[src/rtl/mem_port_arbiter.sv]
// mem_port_arbiter: shares one synchronous 512x32 RAM port between the CPU path and a loader/debug port
//
// Ports:
//   clk_i, rst_ni                  clock, asynchronous active-low reset
//   cpu_req_i/we_i/addr_i/wdata_i  CPU access request, held until cpu_ack_o
//   cpu_ack_o, cpu_rdata_o         one-cycle completion pulse and read data
//   cpu_stall_o                    cpu_req_i & ~cpu_ack_o, to the control unit
//   ldr_*                          same handshake for the loader/debug port
//   ldr_lock_i                     loader asks for bounded burst priority
//   ram_addr_o/data_o/we_o         registered RAM command
//   ram_q_i                        registered RAM read output
module mem_port_arbiter #(
    parameter int ADDR_W    = 9,
    parameter int DATA_W    = 32,
    parameter int BURST_MAX = 4
) (
    input  logic              clk_i,
    input  logic              rst_ni,
    input  logic              cpu_req_i,
    input  logic              cpu_we_i,
    input  logic [ADDR_W-1:0] cpu_addr_i,
    input  logic [DATA_W-1:0] cpu_wdata_i,
    output logic              cpu_ack_o,
    output logic [DATA_W-1:0] cpu_rdata_o,
    output logic              cpu_stall_o,
    input  logic              ldr_req_i,
    input  logic              ldr_we_i,
    input  logic [ADDR_W-1:0] ldr_addr_i,
    input  logic [DATA_W-1:0] ldr_wdata_i,
    output logic              ldr_ack_o,
    output logic [DATA_W-1:0] ldr_rdata_o,
    input  logic              ldr_lock_i,
    output logic [ADDR_W-1:0] ram_addr_o,
    output logic [DATA_W-1:0] ram_data_o,
    output logic              ram_we_o,
    input  logic [DATA_W-1:0] ram_q_i
);
    localparam int CW = $clog2(BURST_MAX + 1);
    localparam logic [CW-1:0] BMAX = CW'(BURST_MAX);

    typedef enum logic [1:0] {SLOT_NONE, SLOT_CPU, SLOT_LDR} slot_e;

    slot_e             slot_q, slot_d;
    logic              last_ldr_q, last_ldr_d;
    logic [CW-1:0]     burst_q, burst_d;
    logic              cpu_ack_q, ldr_ack_q;
    logic              ram_we_q, ram_we_d;
    logic [ADDR_W-1:0] ram_addr_q, ram_addr_d;
    logic [DATA_W-1:0] ram_data_q, ram_data_d;
    logic              cpu_ok, ldr_ok, ldr_pri;

    // slot_q is the outstanding flag: the port issued last edge is masked until its
    // ack rises. A requester updates req/addr as soon as it sees its ack, so the edge
    // closing the ack cycle already carries its next access (1 access per 2 cycles).
    always_comb begin
        cpu_ok     = cpu_req_i && slot_q != SLOT_CPU;
        ldr_ok     = ldr_req_i && slot_q != SLOT_LDR;
        ldr_pri    = ldr_lock_i ? burst_q != BMAX : !last_ldr_q;
        slot_d     = (cpu_ok && !(ldr_ok && ldr_pri)) ? SLOT_CPU : ldr_ok ? SLOT_LDR : SLOT_NONE;
        last_ldr_d = slot_d == SLOT_NONE ? last_ldr_q : slot_d == SLOT_LDR;
        burst_d    = (slot_d == SLOT_CPU || !ldr_lock_i) ? '0 :
                     (slot_d == SLOT_LDR && cpu_req_i && burst_q != BMAX) ? burst_q + CW'(1) : burst_q;
        ram_we_d   = slot_d == SLOT_CPU ? cpu_we_i : slot_d == SLOT_LDR ? ldr_we_i : 1'b0;
        ram_addr_d = slot_d == SLOT_CPU ? cpu_addr_i : slot_d == SLOT_LDR ? ldr_addr_i : ram_addr_q;
        ram_data_d = slot_d == SLOT_CPU ? cpu_wdata_i : slot_d == SLOT_LDR ? ldr_wdata_i : ram_data_q;
    end

    always_ff @(posedge clk_i or negedge rst_ni) begin
        if (!rst_ni) begin
            slot_q     <= SLOT_NONE;
            last_ldr_q <= 1'b1;
            burst_q    <= '0;
            cpu_ack_q  <= 1'b0;
            ldr_ack_q  <= 1'b0;
            ram_we_q   <= 1'b0;
            ram_addr_q <= '0;
            ram_data_q <= '0;
        end else begin
            slot_q     <= slot_d;
            last_ldr_q <= last_ldr_d;
            burst_q    <= burst_d;
            cpu_ack_q  <= slot_q == SLOT_CPU;
            ldr_ack_q  <= slot_q == SLOT_LDR;
            ram_we_q   <= ram_we_d;
            ram_addr_q <= ram_addr_d;
            ram_data_q <= ram_data_d;
        end
    end

    assign cpu_ack_o   = cpu_ack_q;
    assign ldr_ack_o   = ldr_ack_q;
    assign cpu_rdata_o = ram_q_i;
    assign ldr_rdata_o = ram_q_i;
    assign cpu_stall_o = cpu_req_i & ~cpu_ack_q;
    assign ram_we_o    = ram_we_q;
    assign ram_addr_o  = ram_addr_q;
    assign ram_data_o  = ram_data_q;
endmodule

[config.mk]
export PLATFORM = sky130hd
export DESIGN_NAME = mem_port_arbiter
export DESIGN_NICKNAME = d
export VERILOG_FILES = /design/src/rtl/mem_port_arbiter.sv
export SDC_FILE = /design/constraint.sdc
export NUM_CORES = 1
export LEC_CHECK = 0
export CORE_MARGIN = 1.5
export CORE_UTILIZATION = 35
export CTS_CLUSTER_SIZE = 25
export DETAILED_ROUTE_END_ITERATION = 8
export PLACE_DENSITY = 0.92
export RECOVER_POWER = 100
export SLEW_MARGIN = 0
export SYNTH_ARGS = -nofsm -noshare
export SYNTH_HDL_FRONTEND = slang
export SYNTH_SLANG_ARGS = --single-unit
export TNS_END_PERCENT = 20
[constraint.sdc]
create_clock -name clk_i -period 5.65 [get_ports clk_i]
set_clock_uncertainty 0.2 [all_clocks]
set_input_delay 0.565 -clock clk_i [delete_from_list [all_inputs] [get_ports clk_i]]
set_output_delay 0.565 -clock clk_i [all_outputs]
set_load 0.03 [all_outputs]
---- After elaboration in Yosys (flattened, before gate mapping) ----
Index checks and enable logic that the tools add are counted.
W data, S select, Z words.
storage, ports and cells
  word-level logic and storage cells ...... 42
  bits in registers ....................... 50
  bits of input ports ..................... 121
  output and inout bits ................... 109
cells by class
  add/sub/neg operators ................... 1
  reduce and logical (&&, ||, !) cells .... 13
  bitwise gates (word level) .............. 2
  multiplexer cells ....................... 11
  eq/ne operators ......................... 7
operators with widths
  kind                   number
  $mux W32               2
  $mux W9                2
  $logic_and A1 B1 Y1    6
  $mux W3                2
  $eq A2 B1 Y1 const B   2
  $eq A2 B2 Y1 const B   2
  $mux W2                2
  $reduce_bool A2 Y1     2
  $add A3 B1 Y3 const B  1
  $logic_not A1 Y1       3
  $mux W1                3
  $ne A3 B3 Y1 const B   1
  $logic_not A2 Y1       1
  $ne A2 B1 Y1 const B   1
  $ne A2 B2 Y1 const B   1
  $and A1 B1 Y1          1
  $logic_or A1 B1 Y1     1
  $not A1 Y1             1

---- Depth between registers and ports, before layout ----
Gate-level depths: netlist of the first run.
  depth after elaboration ................. 11
  gate-level depth with buffers ........... 7
  gate-level depth less buffers ........... 6

---- Worst setup path after synthesis of the first run ----
OpenSTA, ideal clock, no wires.
  path kind ............................... flip-flop to flip-flop
  start ................................... register burst_q[0]
  end ..................................... register ram_data_q[31] (netlist: ram_data_o[31])
  arrival time ............................ 1698 ps
  buffers on the path ..................... 1
  setup slack ............................. 3626 ps
  setup time .............................. 127 ps
  data required time ...................... 5323 ps
  period minus slack after synthesis ...... 2024 ps
  cell stages (with the launch flop) ...... 8
  path through ............................ dfrtp_1 -> inv_1 -> ha_1 -> nand3_1 -> a211o_1 -> clkbuf_1 -> and3_2 -> a221o_2
between the ends
  longest elaborated chain between the ends .. 8
  elaborated cells between the ends (all ways) .. 10
  those cells by class .................... eq/ne (3); mux (3); reduce/logical (4)
RTL lines
  element                                                RTL line  source
  from (decl)                                            45        logic [CW-1:0] burst_q, burst_d;
  from (signal assigned)                                 81        burst_q <= burst_d;
  $ne A3 B3 Y1 (*)                                       58        ldr_pri = ldr_lock_i ? burst_q != BMAX : !last_ldr_q;
  $mux W1 (*)                                            58
  $logic_and A1 B1 Y1 (*)                                59        slot_d = (cpu_ok && !(ldr_ok && ldr_pri)) ? SLOT_CPU : ldr_ok ? SLOT_LDR : SLOT_NONE;
  $logic_not A1 Y1 (*)                                   59
  $logic_and A1 B1 Y1 (*)                                59
  $mux W2 (*)                                            59
  $eq A2 B1 Y1 / $eq A2 B2 Y1 (equally long branches)    65        ram_data_d = slot_d == SLOT_CPU ? cpu_wdata_i : slot_d == SLOT_LDR ? ldr_wdata_i : ram_data_q;
  $mux W32 / $reduce_bool A2 Y1 (equally long branches)  n/a
  to (signal assigned)                                   86        ram_data_q <= ram_data_d;
  to (decl)                                              49        logic [DATA_W-1:0] ram_data_q, ram_data_d;
Every way passes the cells marked *; elsewhere a longest branch is shown, timed or not.
A chain may end at the register's enable or synchronous reset.

---- Worst setup path after layout of the first run ----
  start ................................... input port ldr_req_i
  end ..................................... register ram_data_q[24] (netlist: ram_data_o[24])
between the ends
  longest elaborated chain between the ends .. 7
  elaborated cells between the ends (all ways) .. 10
  those cells by class .................... eq/ne (2); mux (3); reduce/logical (5)
RTL lines
  element                                                RTL line  source
  from (decl)                                            26        input logic ldr_req_i,
  $logic_and A1 B1 Y1 (*)                                57        ldr_ok = ldr_req_i && slot_q != SLOT_LDR;
  $logic_and A1 B1 Y1                                    59
  $logic_not A1 Y1                                       59
  $logic_and A1 B1 Y1                                    59
  $mux W2 (*)                                            59
  $eq A2 B1 Y1 / $eq A2 B2 Y1 (equally long branches)    65
  $mux W32 / $reduce_bool A2 Y1 (equally long branches)  n/a
Marked as above.

==> run_results.csv, run 1 <==
group,metric,value,unit
status,status,"finished, violations left",
status,violations,"max-capacitance violations, max-slew violations",
clocking,clk_pin_slew,100,ps
placed_design,gp_congestion,0.751,
logic_synthesis,synth_cell_type_count,28,
floorplanning,initial_core_util,36.0,%
routing,postRouteAntennaNets,0,
logic_synthesis,synth_top_area_cell,"dfrtp_1",
global_routing,grt_pass1_vias,2281,
worst_setup_path,required,5690,ps
worst_setup_path,cp_max_fo,45,
worst_setup_path,rr_startpoint,"slot_q[0]",
routing,drc,0,
timing,tightest_slew,2750,ps
finish,multiInputGateArea,897,um^2
logic_synthesis,synth_area_leaders,"dfrtp_1 (44%), buf_4 (18%), a221o_1 (11%)",
routing,wl,7730,um
clocking,cts-resized-gates,0,
logic_synthesis,syn_area_per_cell,11.4,um^2
clocking,cts.sinks,50,
timing,post-route-min-period,3770,ps
worst_setup_path,reg2reg_depth,5,
power,irDropWorstVdd,0.108,mV
placed_design,hpwlAfterDp,5550,um
logic_synthesis,yosys_most_used_dff,"dfrtp_1",
power,p_per_area,301,nW/um^2
finish,n_antenna_cell,0,
finish,final_core_util,48.7,%
logic_synthesis,synthCells,243,
timing,fin_tns_setup,0,ps
finish,fin_nets,426,
timing,finalSetupViolations,0,
floorplanning,ios,230,
finish,regArea,1250,um^2
worst_setup_path,crit_end,"ram_data_o[24]",
clocking,insertion_delay,300,ps
global_routing,grt.overflow.total,0,
worst_setup_path,r2r_slack,2140,ps
clocking,htreeDepth,2,
worst_setup_path,cp-startpoint,"ldr_req_i",
min_path,hold_class,"reg -> reg",
finish,layout-drive-gt1-share,9.21,%
power,p_leak,1.70,nW
timing,grt_setup_unrepaired,"false",
global_routing,grt_start_max_net_pins,51,
floorplanning,die_area,8450,um^2
logic_synthesis,synth_fp_nets,366,
clocking,cts_buffers,5,
global_routing,grt_first_pass_wirelength,12200,um
min_path,hold_path.startpoint,"ram_data_o[18]",
global_routing,gr-usage-all-layers,18.5,%
routing,dr.first_iter.drc_count,74,
floorplanning,rows,32,
finish,fin_cells,406,
worst_setup_path,critPathSlowestCell,"a311oi_1",
timing,fin_crit_sh,66.8,%
clocking,cts_root_buf,"clkbuf_8",
logic_synthesis,async_flop_share,100,%
floorplanning,core_area,7690,um^2
power,power,1.13,mW
worst_setup_path,path_cells,"dlygate4sd3_1 -> and2_4 -> a311oi_1 -> buf_4 -> a221o_1",
routing,drt-pass1-iter-count,4,
timing,slew-limit-headroom,-83.2,%
clocking,ctsLongestPathBuffers,2,
finish,fill_cells,693,
logic_synthesis,synth_edf_count,0,
clocking,ctsHoldBuffers,0,
logic_synthesis,synth_area,2770,um^2
routing,wl_per_cell,19.0,um
timing,fin_hold_ws,315,ps
logic_synthesis,synth_top_area_share,44.3,%
floorplanning,die_w,91.9,um
timing,fmax,0.265,GHz
timing,drv_slew,67,
clocking,post_cts_buffers,0,
worst_setup_path,worst_r2r_endpoint,"ram_data_o[24]",
job,max_cap_violations,2,
global_routing,antenna_found_initial,0,
logic_synthesis,yosysWarnings,0,
placed_design,dp_cells,398,
worst_setup_path,cp-end-kind,"register",
timing,final_hold_viol_count,0,
logic_synthesis,synth_seq_area_share,45.3,%
placed_design,numPortBuffers,133,
finish,syn_to_final_growth,35.4,%
worst_setup_path,crit_type,"in -> reg",
worst_setup_path,critPathMaxStageDelay,1560,ps
worst_setup_path,startpoint_type,"primary input",
floorplanning,die_h,91.9,um
routing,vias,2173,
logic_synthesis,yosys_register_bits,50,
routing,vias_per_cell,5.35,
worst_setup_path,arrival,3810,ps
clocking,cts_tree,"built",
## layout by cell type (no fill, tap or decap), types with 2 or more instances in the layout
master	Yosys	routed
clkbuf_8	0	5
mux2i_1	2	2
dfrtp_1	49	49
ha_1	2	2
and3_1	38	38
clkinvlp_4	0	2
nand3_1	2	2
inv_1	6	6
a221o_1	30	30
and3_2	3	3
dlygate4sd3_1	0	46
a221o_2	11	11
nor3b_1	3	3
clkdlybuf4s50_1	0	86
## how the worst min path moves through the flow
| stage | end | slack, ps | cells after the start |
|---|---|---|---|
| final | ram_data_o[18] | 310 | 1 |
| after global routing | ram_data_o[31] | 340 | 1 |
| after CTS | ram_data_o[31] | 320 | 1 |
| after detailed placement | ram_data_o[2] | 290 | 1 |
| after global placement | ram_data_o[24] | 290 | 1 |
| after floorplan | burst_q[0] | 70 | 0 |
## layout make-up
cell class	instances	area share (%)
repair buffers	134	35.6
flip-flops and latches	50	33.4
multi-input cells	106	23.9
well taps	102	3.41
clock buffers	5	1.84
clock inverters	3	1.20
inverters	6	0.601
## cell usage after synthesis, types with 3 or more instances
| master | count |
|---|---|
| and3_1 | 38 |
| and3_2 | 3 |
| buf_4 | 65 |
| a221o_2 | 11 |
| buf_6 | 5 |
| a221o_1 | 30 |
| nor3b_1 | 3 |
| dfrtp_1 | 49 |
| clkbuf_1 | 11 |
| inv_1 | 6 |
## flip-flops by register name (all words and copies together) (netlist names)
| register | count |
|---|---|
| cpu_ack_o | 1 |
| last_ldr_q | 1 |
| ram_data_o | 32 |
| ldr_ack_o | 1 |
| burst_q | 3 |
| ram_addr_o | 9 |
| ram_we_o | 1 |
| slot_q | 2 |
## worst max-delay path, delay by kind of cell
family | cells | cell delay, ps
and+or+nand+nor | 1 | 280
buffers and inverters | 2 | 1140
AOI/OAI and AO/OA | 2 | 1790
## cells by family (layout without fill, tap and decap cells)
family	count (synthesis)	after routing	synth area share, %
flip-flops	50	50	45.3
XOR/XNOR	2	2	0.633
AO/OA/AOI/OAI	46	46	17.7
adder cells (fa/ha/maj)	2	2	0.904
multiplexers	2	2	0.723
AND/OR/NAND/NOR	54	54	12.8
buffers and inverters	87	148	22.0
## metrics by stage
stage | setup WS [ps] | area (um^2)
6_report | 1880 | 3750
5_1_grt | 1690 | 3750
4_1_cts | 2820 | 3770
3_5_place_dp | 2560 | 3660
3_3_place_gp | 2610 | 3660
2_1_floorplan | 3630 | 2770
## per-layer routing
layer / up-vias / track usage [%] / wire [um]
met5: - / 0 / 0
met4: 0 / 5.26 / 84
met3: 9 / 6.22 / 777
met2: 161 / 33.3 / 3960
met1: 1051 / 20.7 / 2910
li1: 952 / - / -
## report_power, final
group          leakage (nW)  switching, mW  internal (mW)
Sequential            0.616         0.0352          0.419
Clock                0.0504          0.127          0.132
Combinational          1.03          0.222          0.193
(Power assumes the default switching activity.)
==> run 2: changes to the inputs <==
- CORE_UTILIZATION: 35 -> 33
- PLACE_DENSITY: 0.92 -> 0.88
- clock period: 5.65 -> 3.9 ns (I/O delays scaled with it)
==> run 2 against run 1 <==
Against the previous run: final cell count increased by 0.99%; critical path depth unchanged; clock-buffer cell count is the same; the run still ends with max-capacitance violations, max-slew violations left.
==> run_results.csv, run 2 (same netlist as run 1, synthesis figures left out) <==
group,metric,value,unit
status,status,"finished, violations left",
status,violations,"max-capacitance violations, max-slew violations",
timing,final_hold_viol_count,0,
worst_setup_path,crit_type,"reg -> reg",
power,p_leak,1.70,nW
finish,fin_nets,427,
global_routing,grt_start_max_net_pins,51,
placed_design,gp_congestion,0.674,
clocking,ctsHoldBuffers,0,
clocking,post_cts_buffers,0,
finish,fill_cells,774,
timing,setup_slack,829,ps
global_routing,antenna_found_initial,0,
timing,drv_slew,51,
clocking,insertion_delay,290,ps
worst_setup_path,arrival,3100,ps
floorplanning,die_w,94.6,um
routing,vias_per_cell,5.23,
timing,grt_setup_unrepaired,"false",
timing,post-route-min-period,3070,ps
finish,final_common_cell,"clkdlybuf4s50_1",
routing,dr.first_iter.drc_count,89,
global_routing,gr-usage-all-layers,16.6,%
worst_setup_path,cp_max_fo,45,
clocking,clk_pin_slew,90,ps
routing,wl_per_cell,19.0,um
floorplanning,rows,33,
placed_design,numPortBuffers,133,
worst_setup_path,required,3930,ps
job,max_cap_violations,1,
global_routing,grt_pass1_vias,2159,
worst_setup_path,startpoint_type,"register",
timing,fmax,0.326,GHz
clocking,cts_buffers,5,
timing,tightest_slew,2740,ps
floorplanning,initial_core_util,33.9,%
floorplanning,ios,230,
routing,drc,0,
finish,n_antenna_cell,0,
routing,drt-pass1-iter-count,4,
power,irDropWorstVdd,0.162,mV
timing,finalSetupViolations,0,
finish,mostFrequentLayoutCells,"clkdlybuf4s50_1 (87), dfrtp_1 (49), dlygate4sd3_1 (45), and3_1 (38), a221o_1 (30)",
clocking,cts_root_buf,"clkbuf_8",
floorplanning,die_area,8950,um^2
finish,multiInputGateArea,893,um^2
floorplanning,core_area,8180,um^2
min_path,hold_class,"reg -> reg",
routing,drt-met1-wl,2830,um
finish,largest_reg_flops,32,
placed_design,hpwlAfterDp,5640,um
power,p_per_area,433,nW/um^2
routing,wl,7790,um
routing,dr.max_layer_used,"met4",
finish,layout-drive-gt1-share,8.85,%
global_routing,grt.overflow.total,0,
finish,syn_to_final_growth,35.3,%
clocking,htreeDepth,2,
routing,wl_met3,826,um
worst_setup_path,cp-end-kind,"register",
placed_design,pre_cts_ws,979,ps
clocking,cts.sinks,50,
timing,slew-limit-headroom,-82.5,%
routing,met2_length,4000,um
timing,fin_tns_setup,0,ps
timing,fin_crit_sh,78.7,%
floorplanning,die_h,94.6,um
routing,postRouteAntennaNets,0,
routing,vias,2145,
power,power,1.62,mW
clocking,cts-resized-gates,0,
finish,regArea,1250,um^2
clocking,ctsLongestPathBuffers,2,
clocking,cts_tree,"built",
global_routing,grt_first_pass_wirelength,11400,um
run 2: cell types whose count changed in the layout (fill, tap and decap cells not counted):
cell             previous run  this run
clkdlybuf4s50_1            86        87
dlygate4sd3_1              46        45
nand2b_2                    1         0
clkbuf_1                    1         2
nand2b_1                    0         1
and2_4                      1         0
clkinvlp_4                  2         0
and2_2                      0         1
clkinv_2                    0         2
run 2: where the power goes:
part | total, mW | switching [mW] | internal, mW
logic | 0.606 | 0.328 | 0.278
clock network | 0.359 | 0.170 | 0.189
registers | 0.657 | 0.0502 | 0.607
total | 1.62 | 0.548 | 1.07
run 2: final timing paths:
kind                                from              to  depth (start not counted)  slack [ps]
hold / removal             ram_data_o[9]   ram_data_o[9]                          1         310
setup reg to reg               slot_q[0]   ram_addr_o[0]                          5         830
max in group asynchronous         rst_ni       cpu_ack_o                          1        1200
setup / recovery               slot_q[0]   ram_addr_o[0]                          5         830
hold reg to reg            ram_data_o[9]   ram_data_o[9]                          1         310
min in group asynchronous         rst_ni  ram_data_o[24]                          1         760
run 2: area by class of cell:
type,instances,share of cell area (%)
repair buffers,135,35.7
multi-input cells,106,23.9
flip-flops and latches,50,33.4
inverters,6,0.601
clock buffers,5,1.84
well taps,105,3.51
clock inverters,3,1.07
run 2: worst max-delay path, cell delays in order (launching register included):
cell      delay [ps]
dfrtp_1          390
nand2b_1         200
and2_2           470
a311oi_1         470
clkbuf_1         960
a221o_1          320
run 2: routing by layer:
metal	up-vias	global-route usage [%]
li1	955	-
met1	1029	18.5
met2	152	30.2
met3	9	4.99
met4	0	5.10
met5	-	0
run 2: metrics by stage:
| stage | std cells | hold WS [ps] | area, um^2 | util, % |
|---|---|---|---|---|
| finish | 410 | 312 | 3740 | 45.8 |
| floorplan | 243 | -106 | 2770 | - |
| CTS | 410 | 151 | 3780 | 46.2 |
| global placement | 402 | 295 | 3670 | 44.9 |
| detailed placement | 402 | 298 | 3670 | 44.9 |
| global route | 410 | 335 | 3740 | 45.8 |
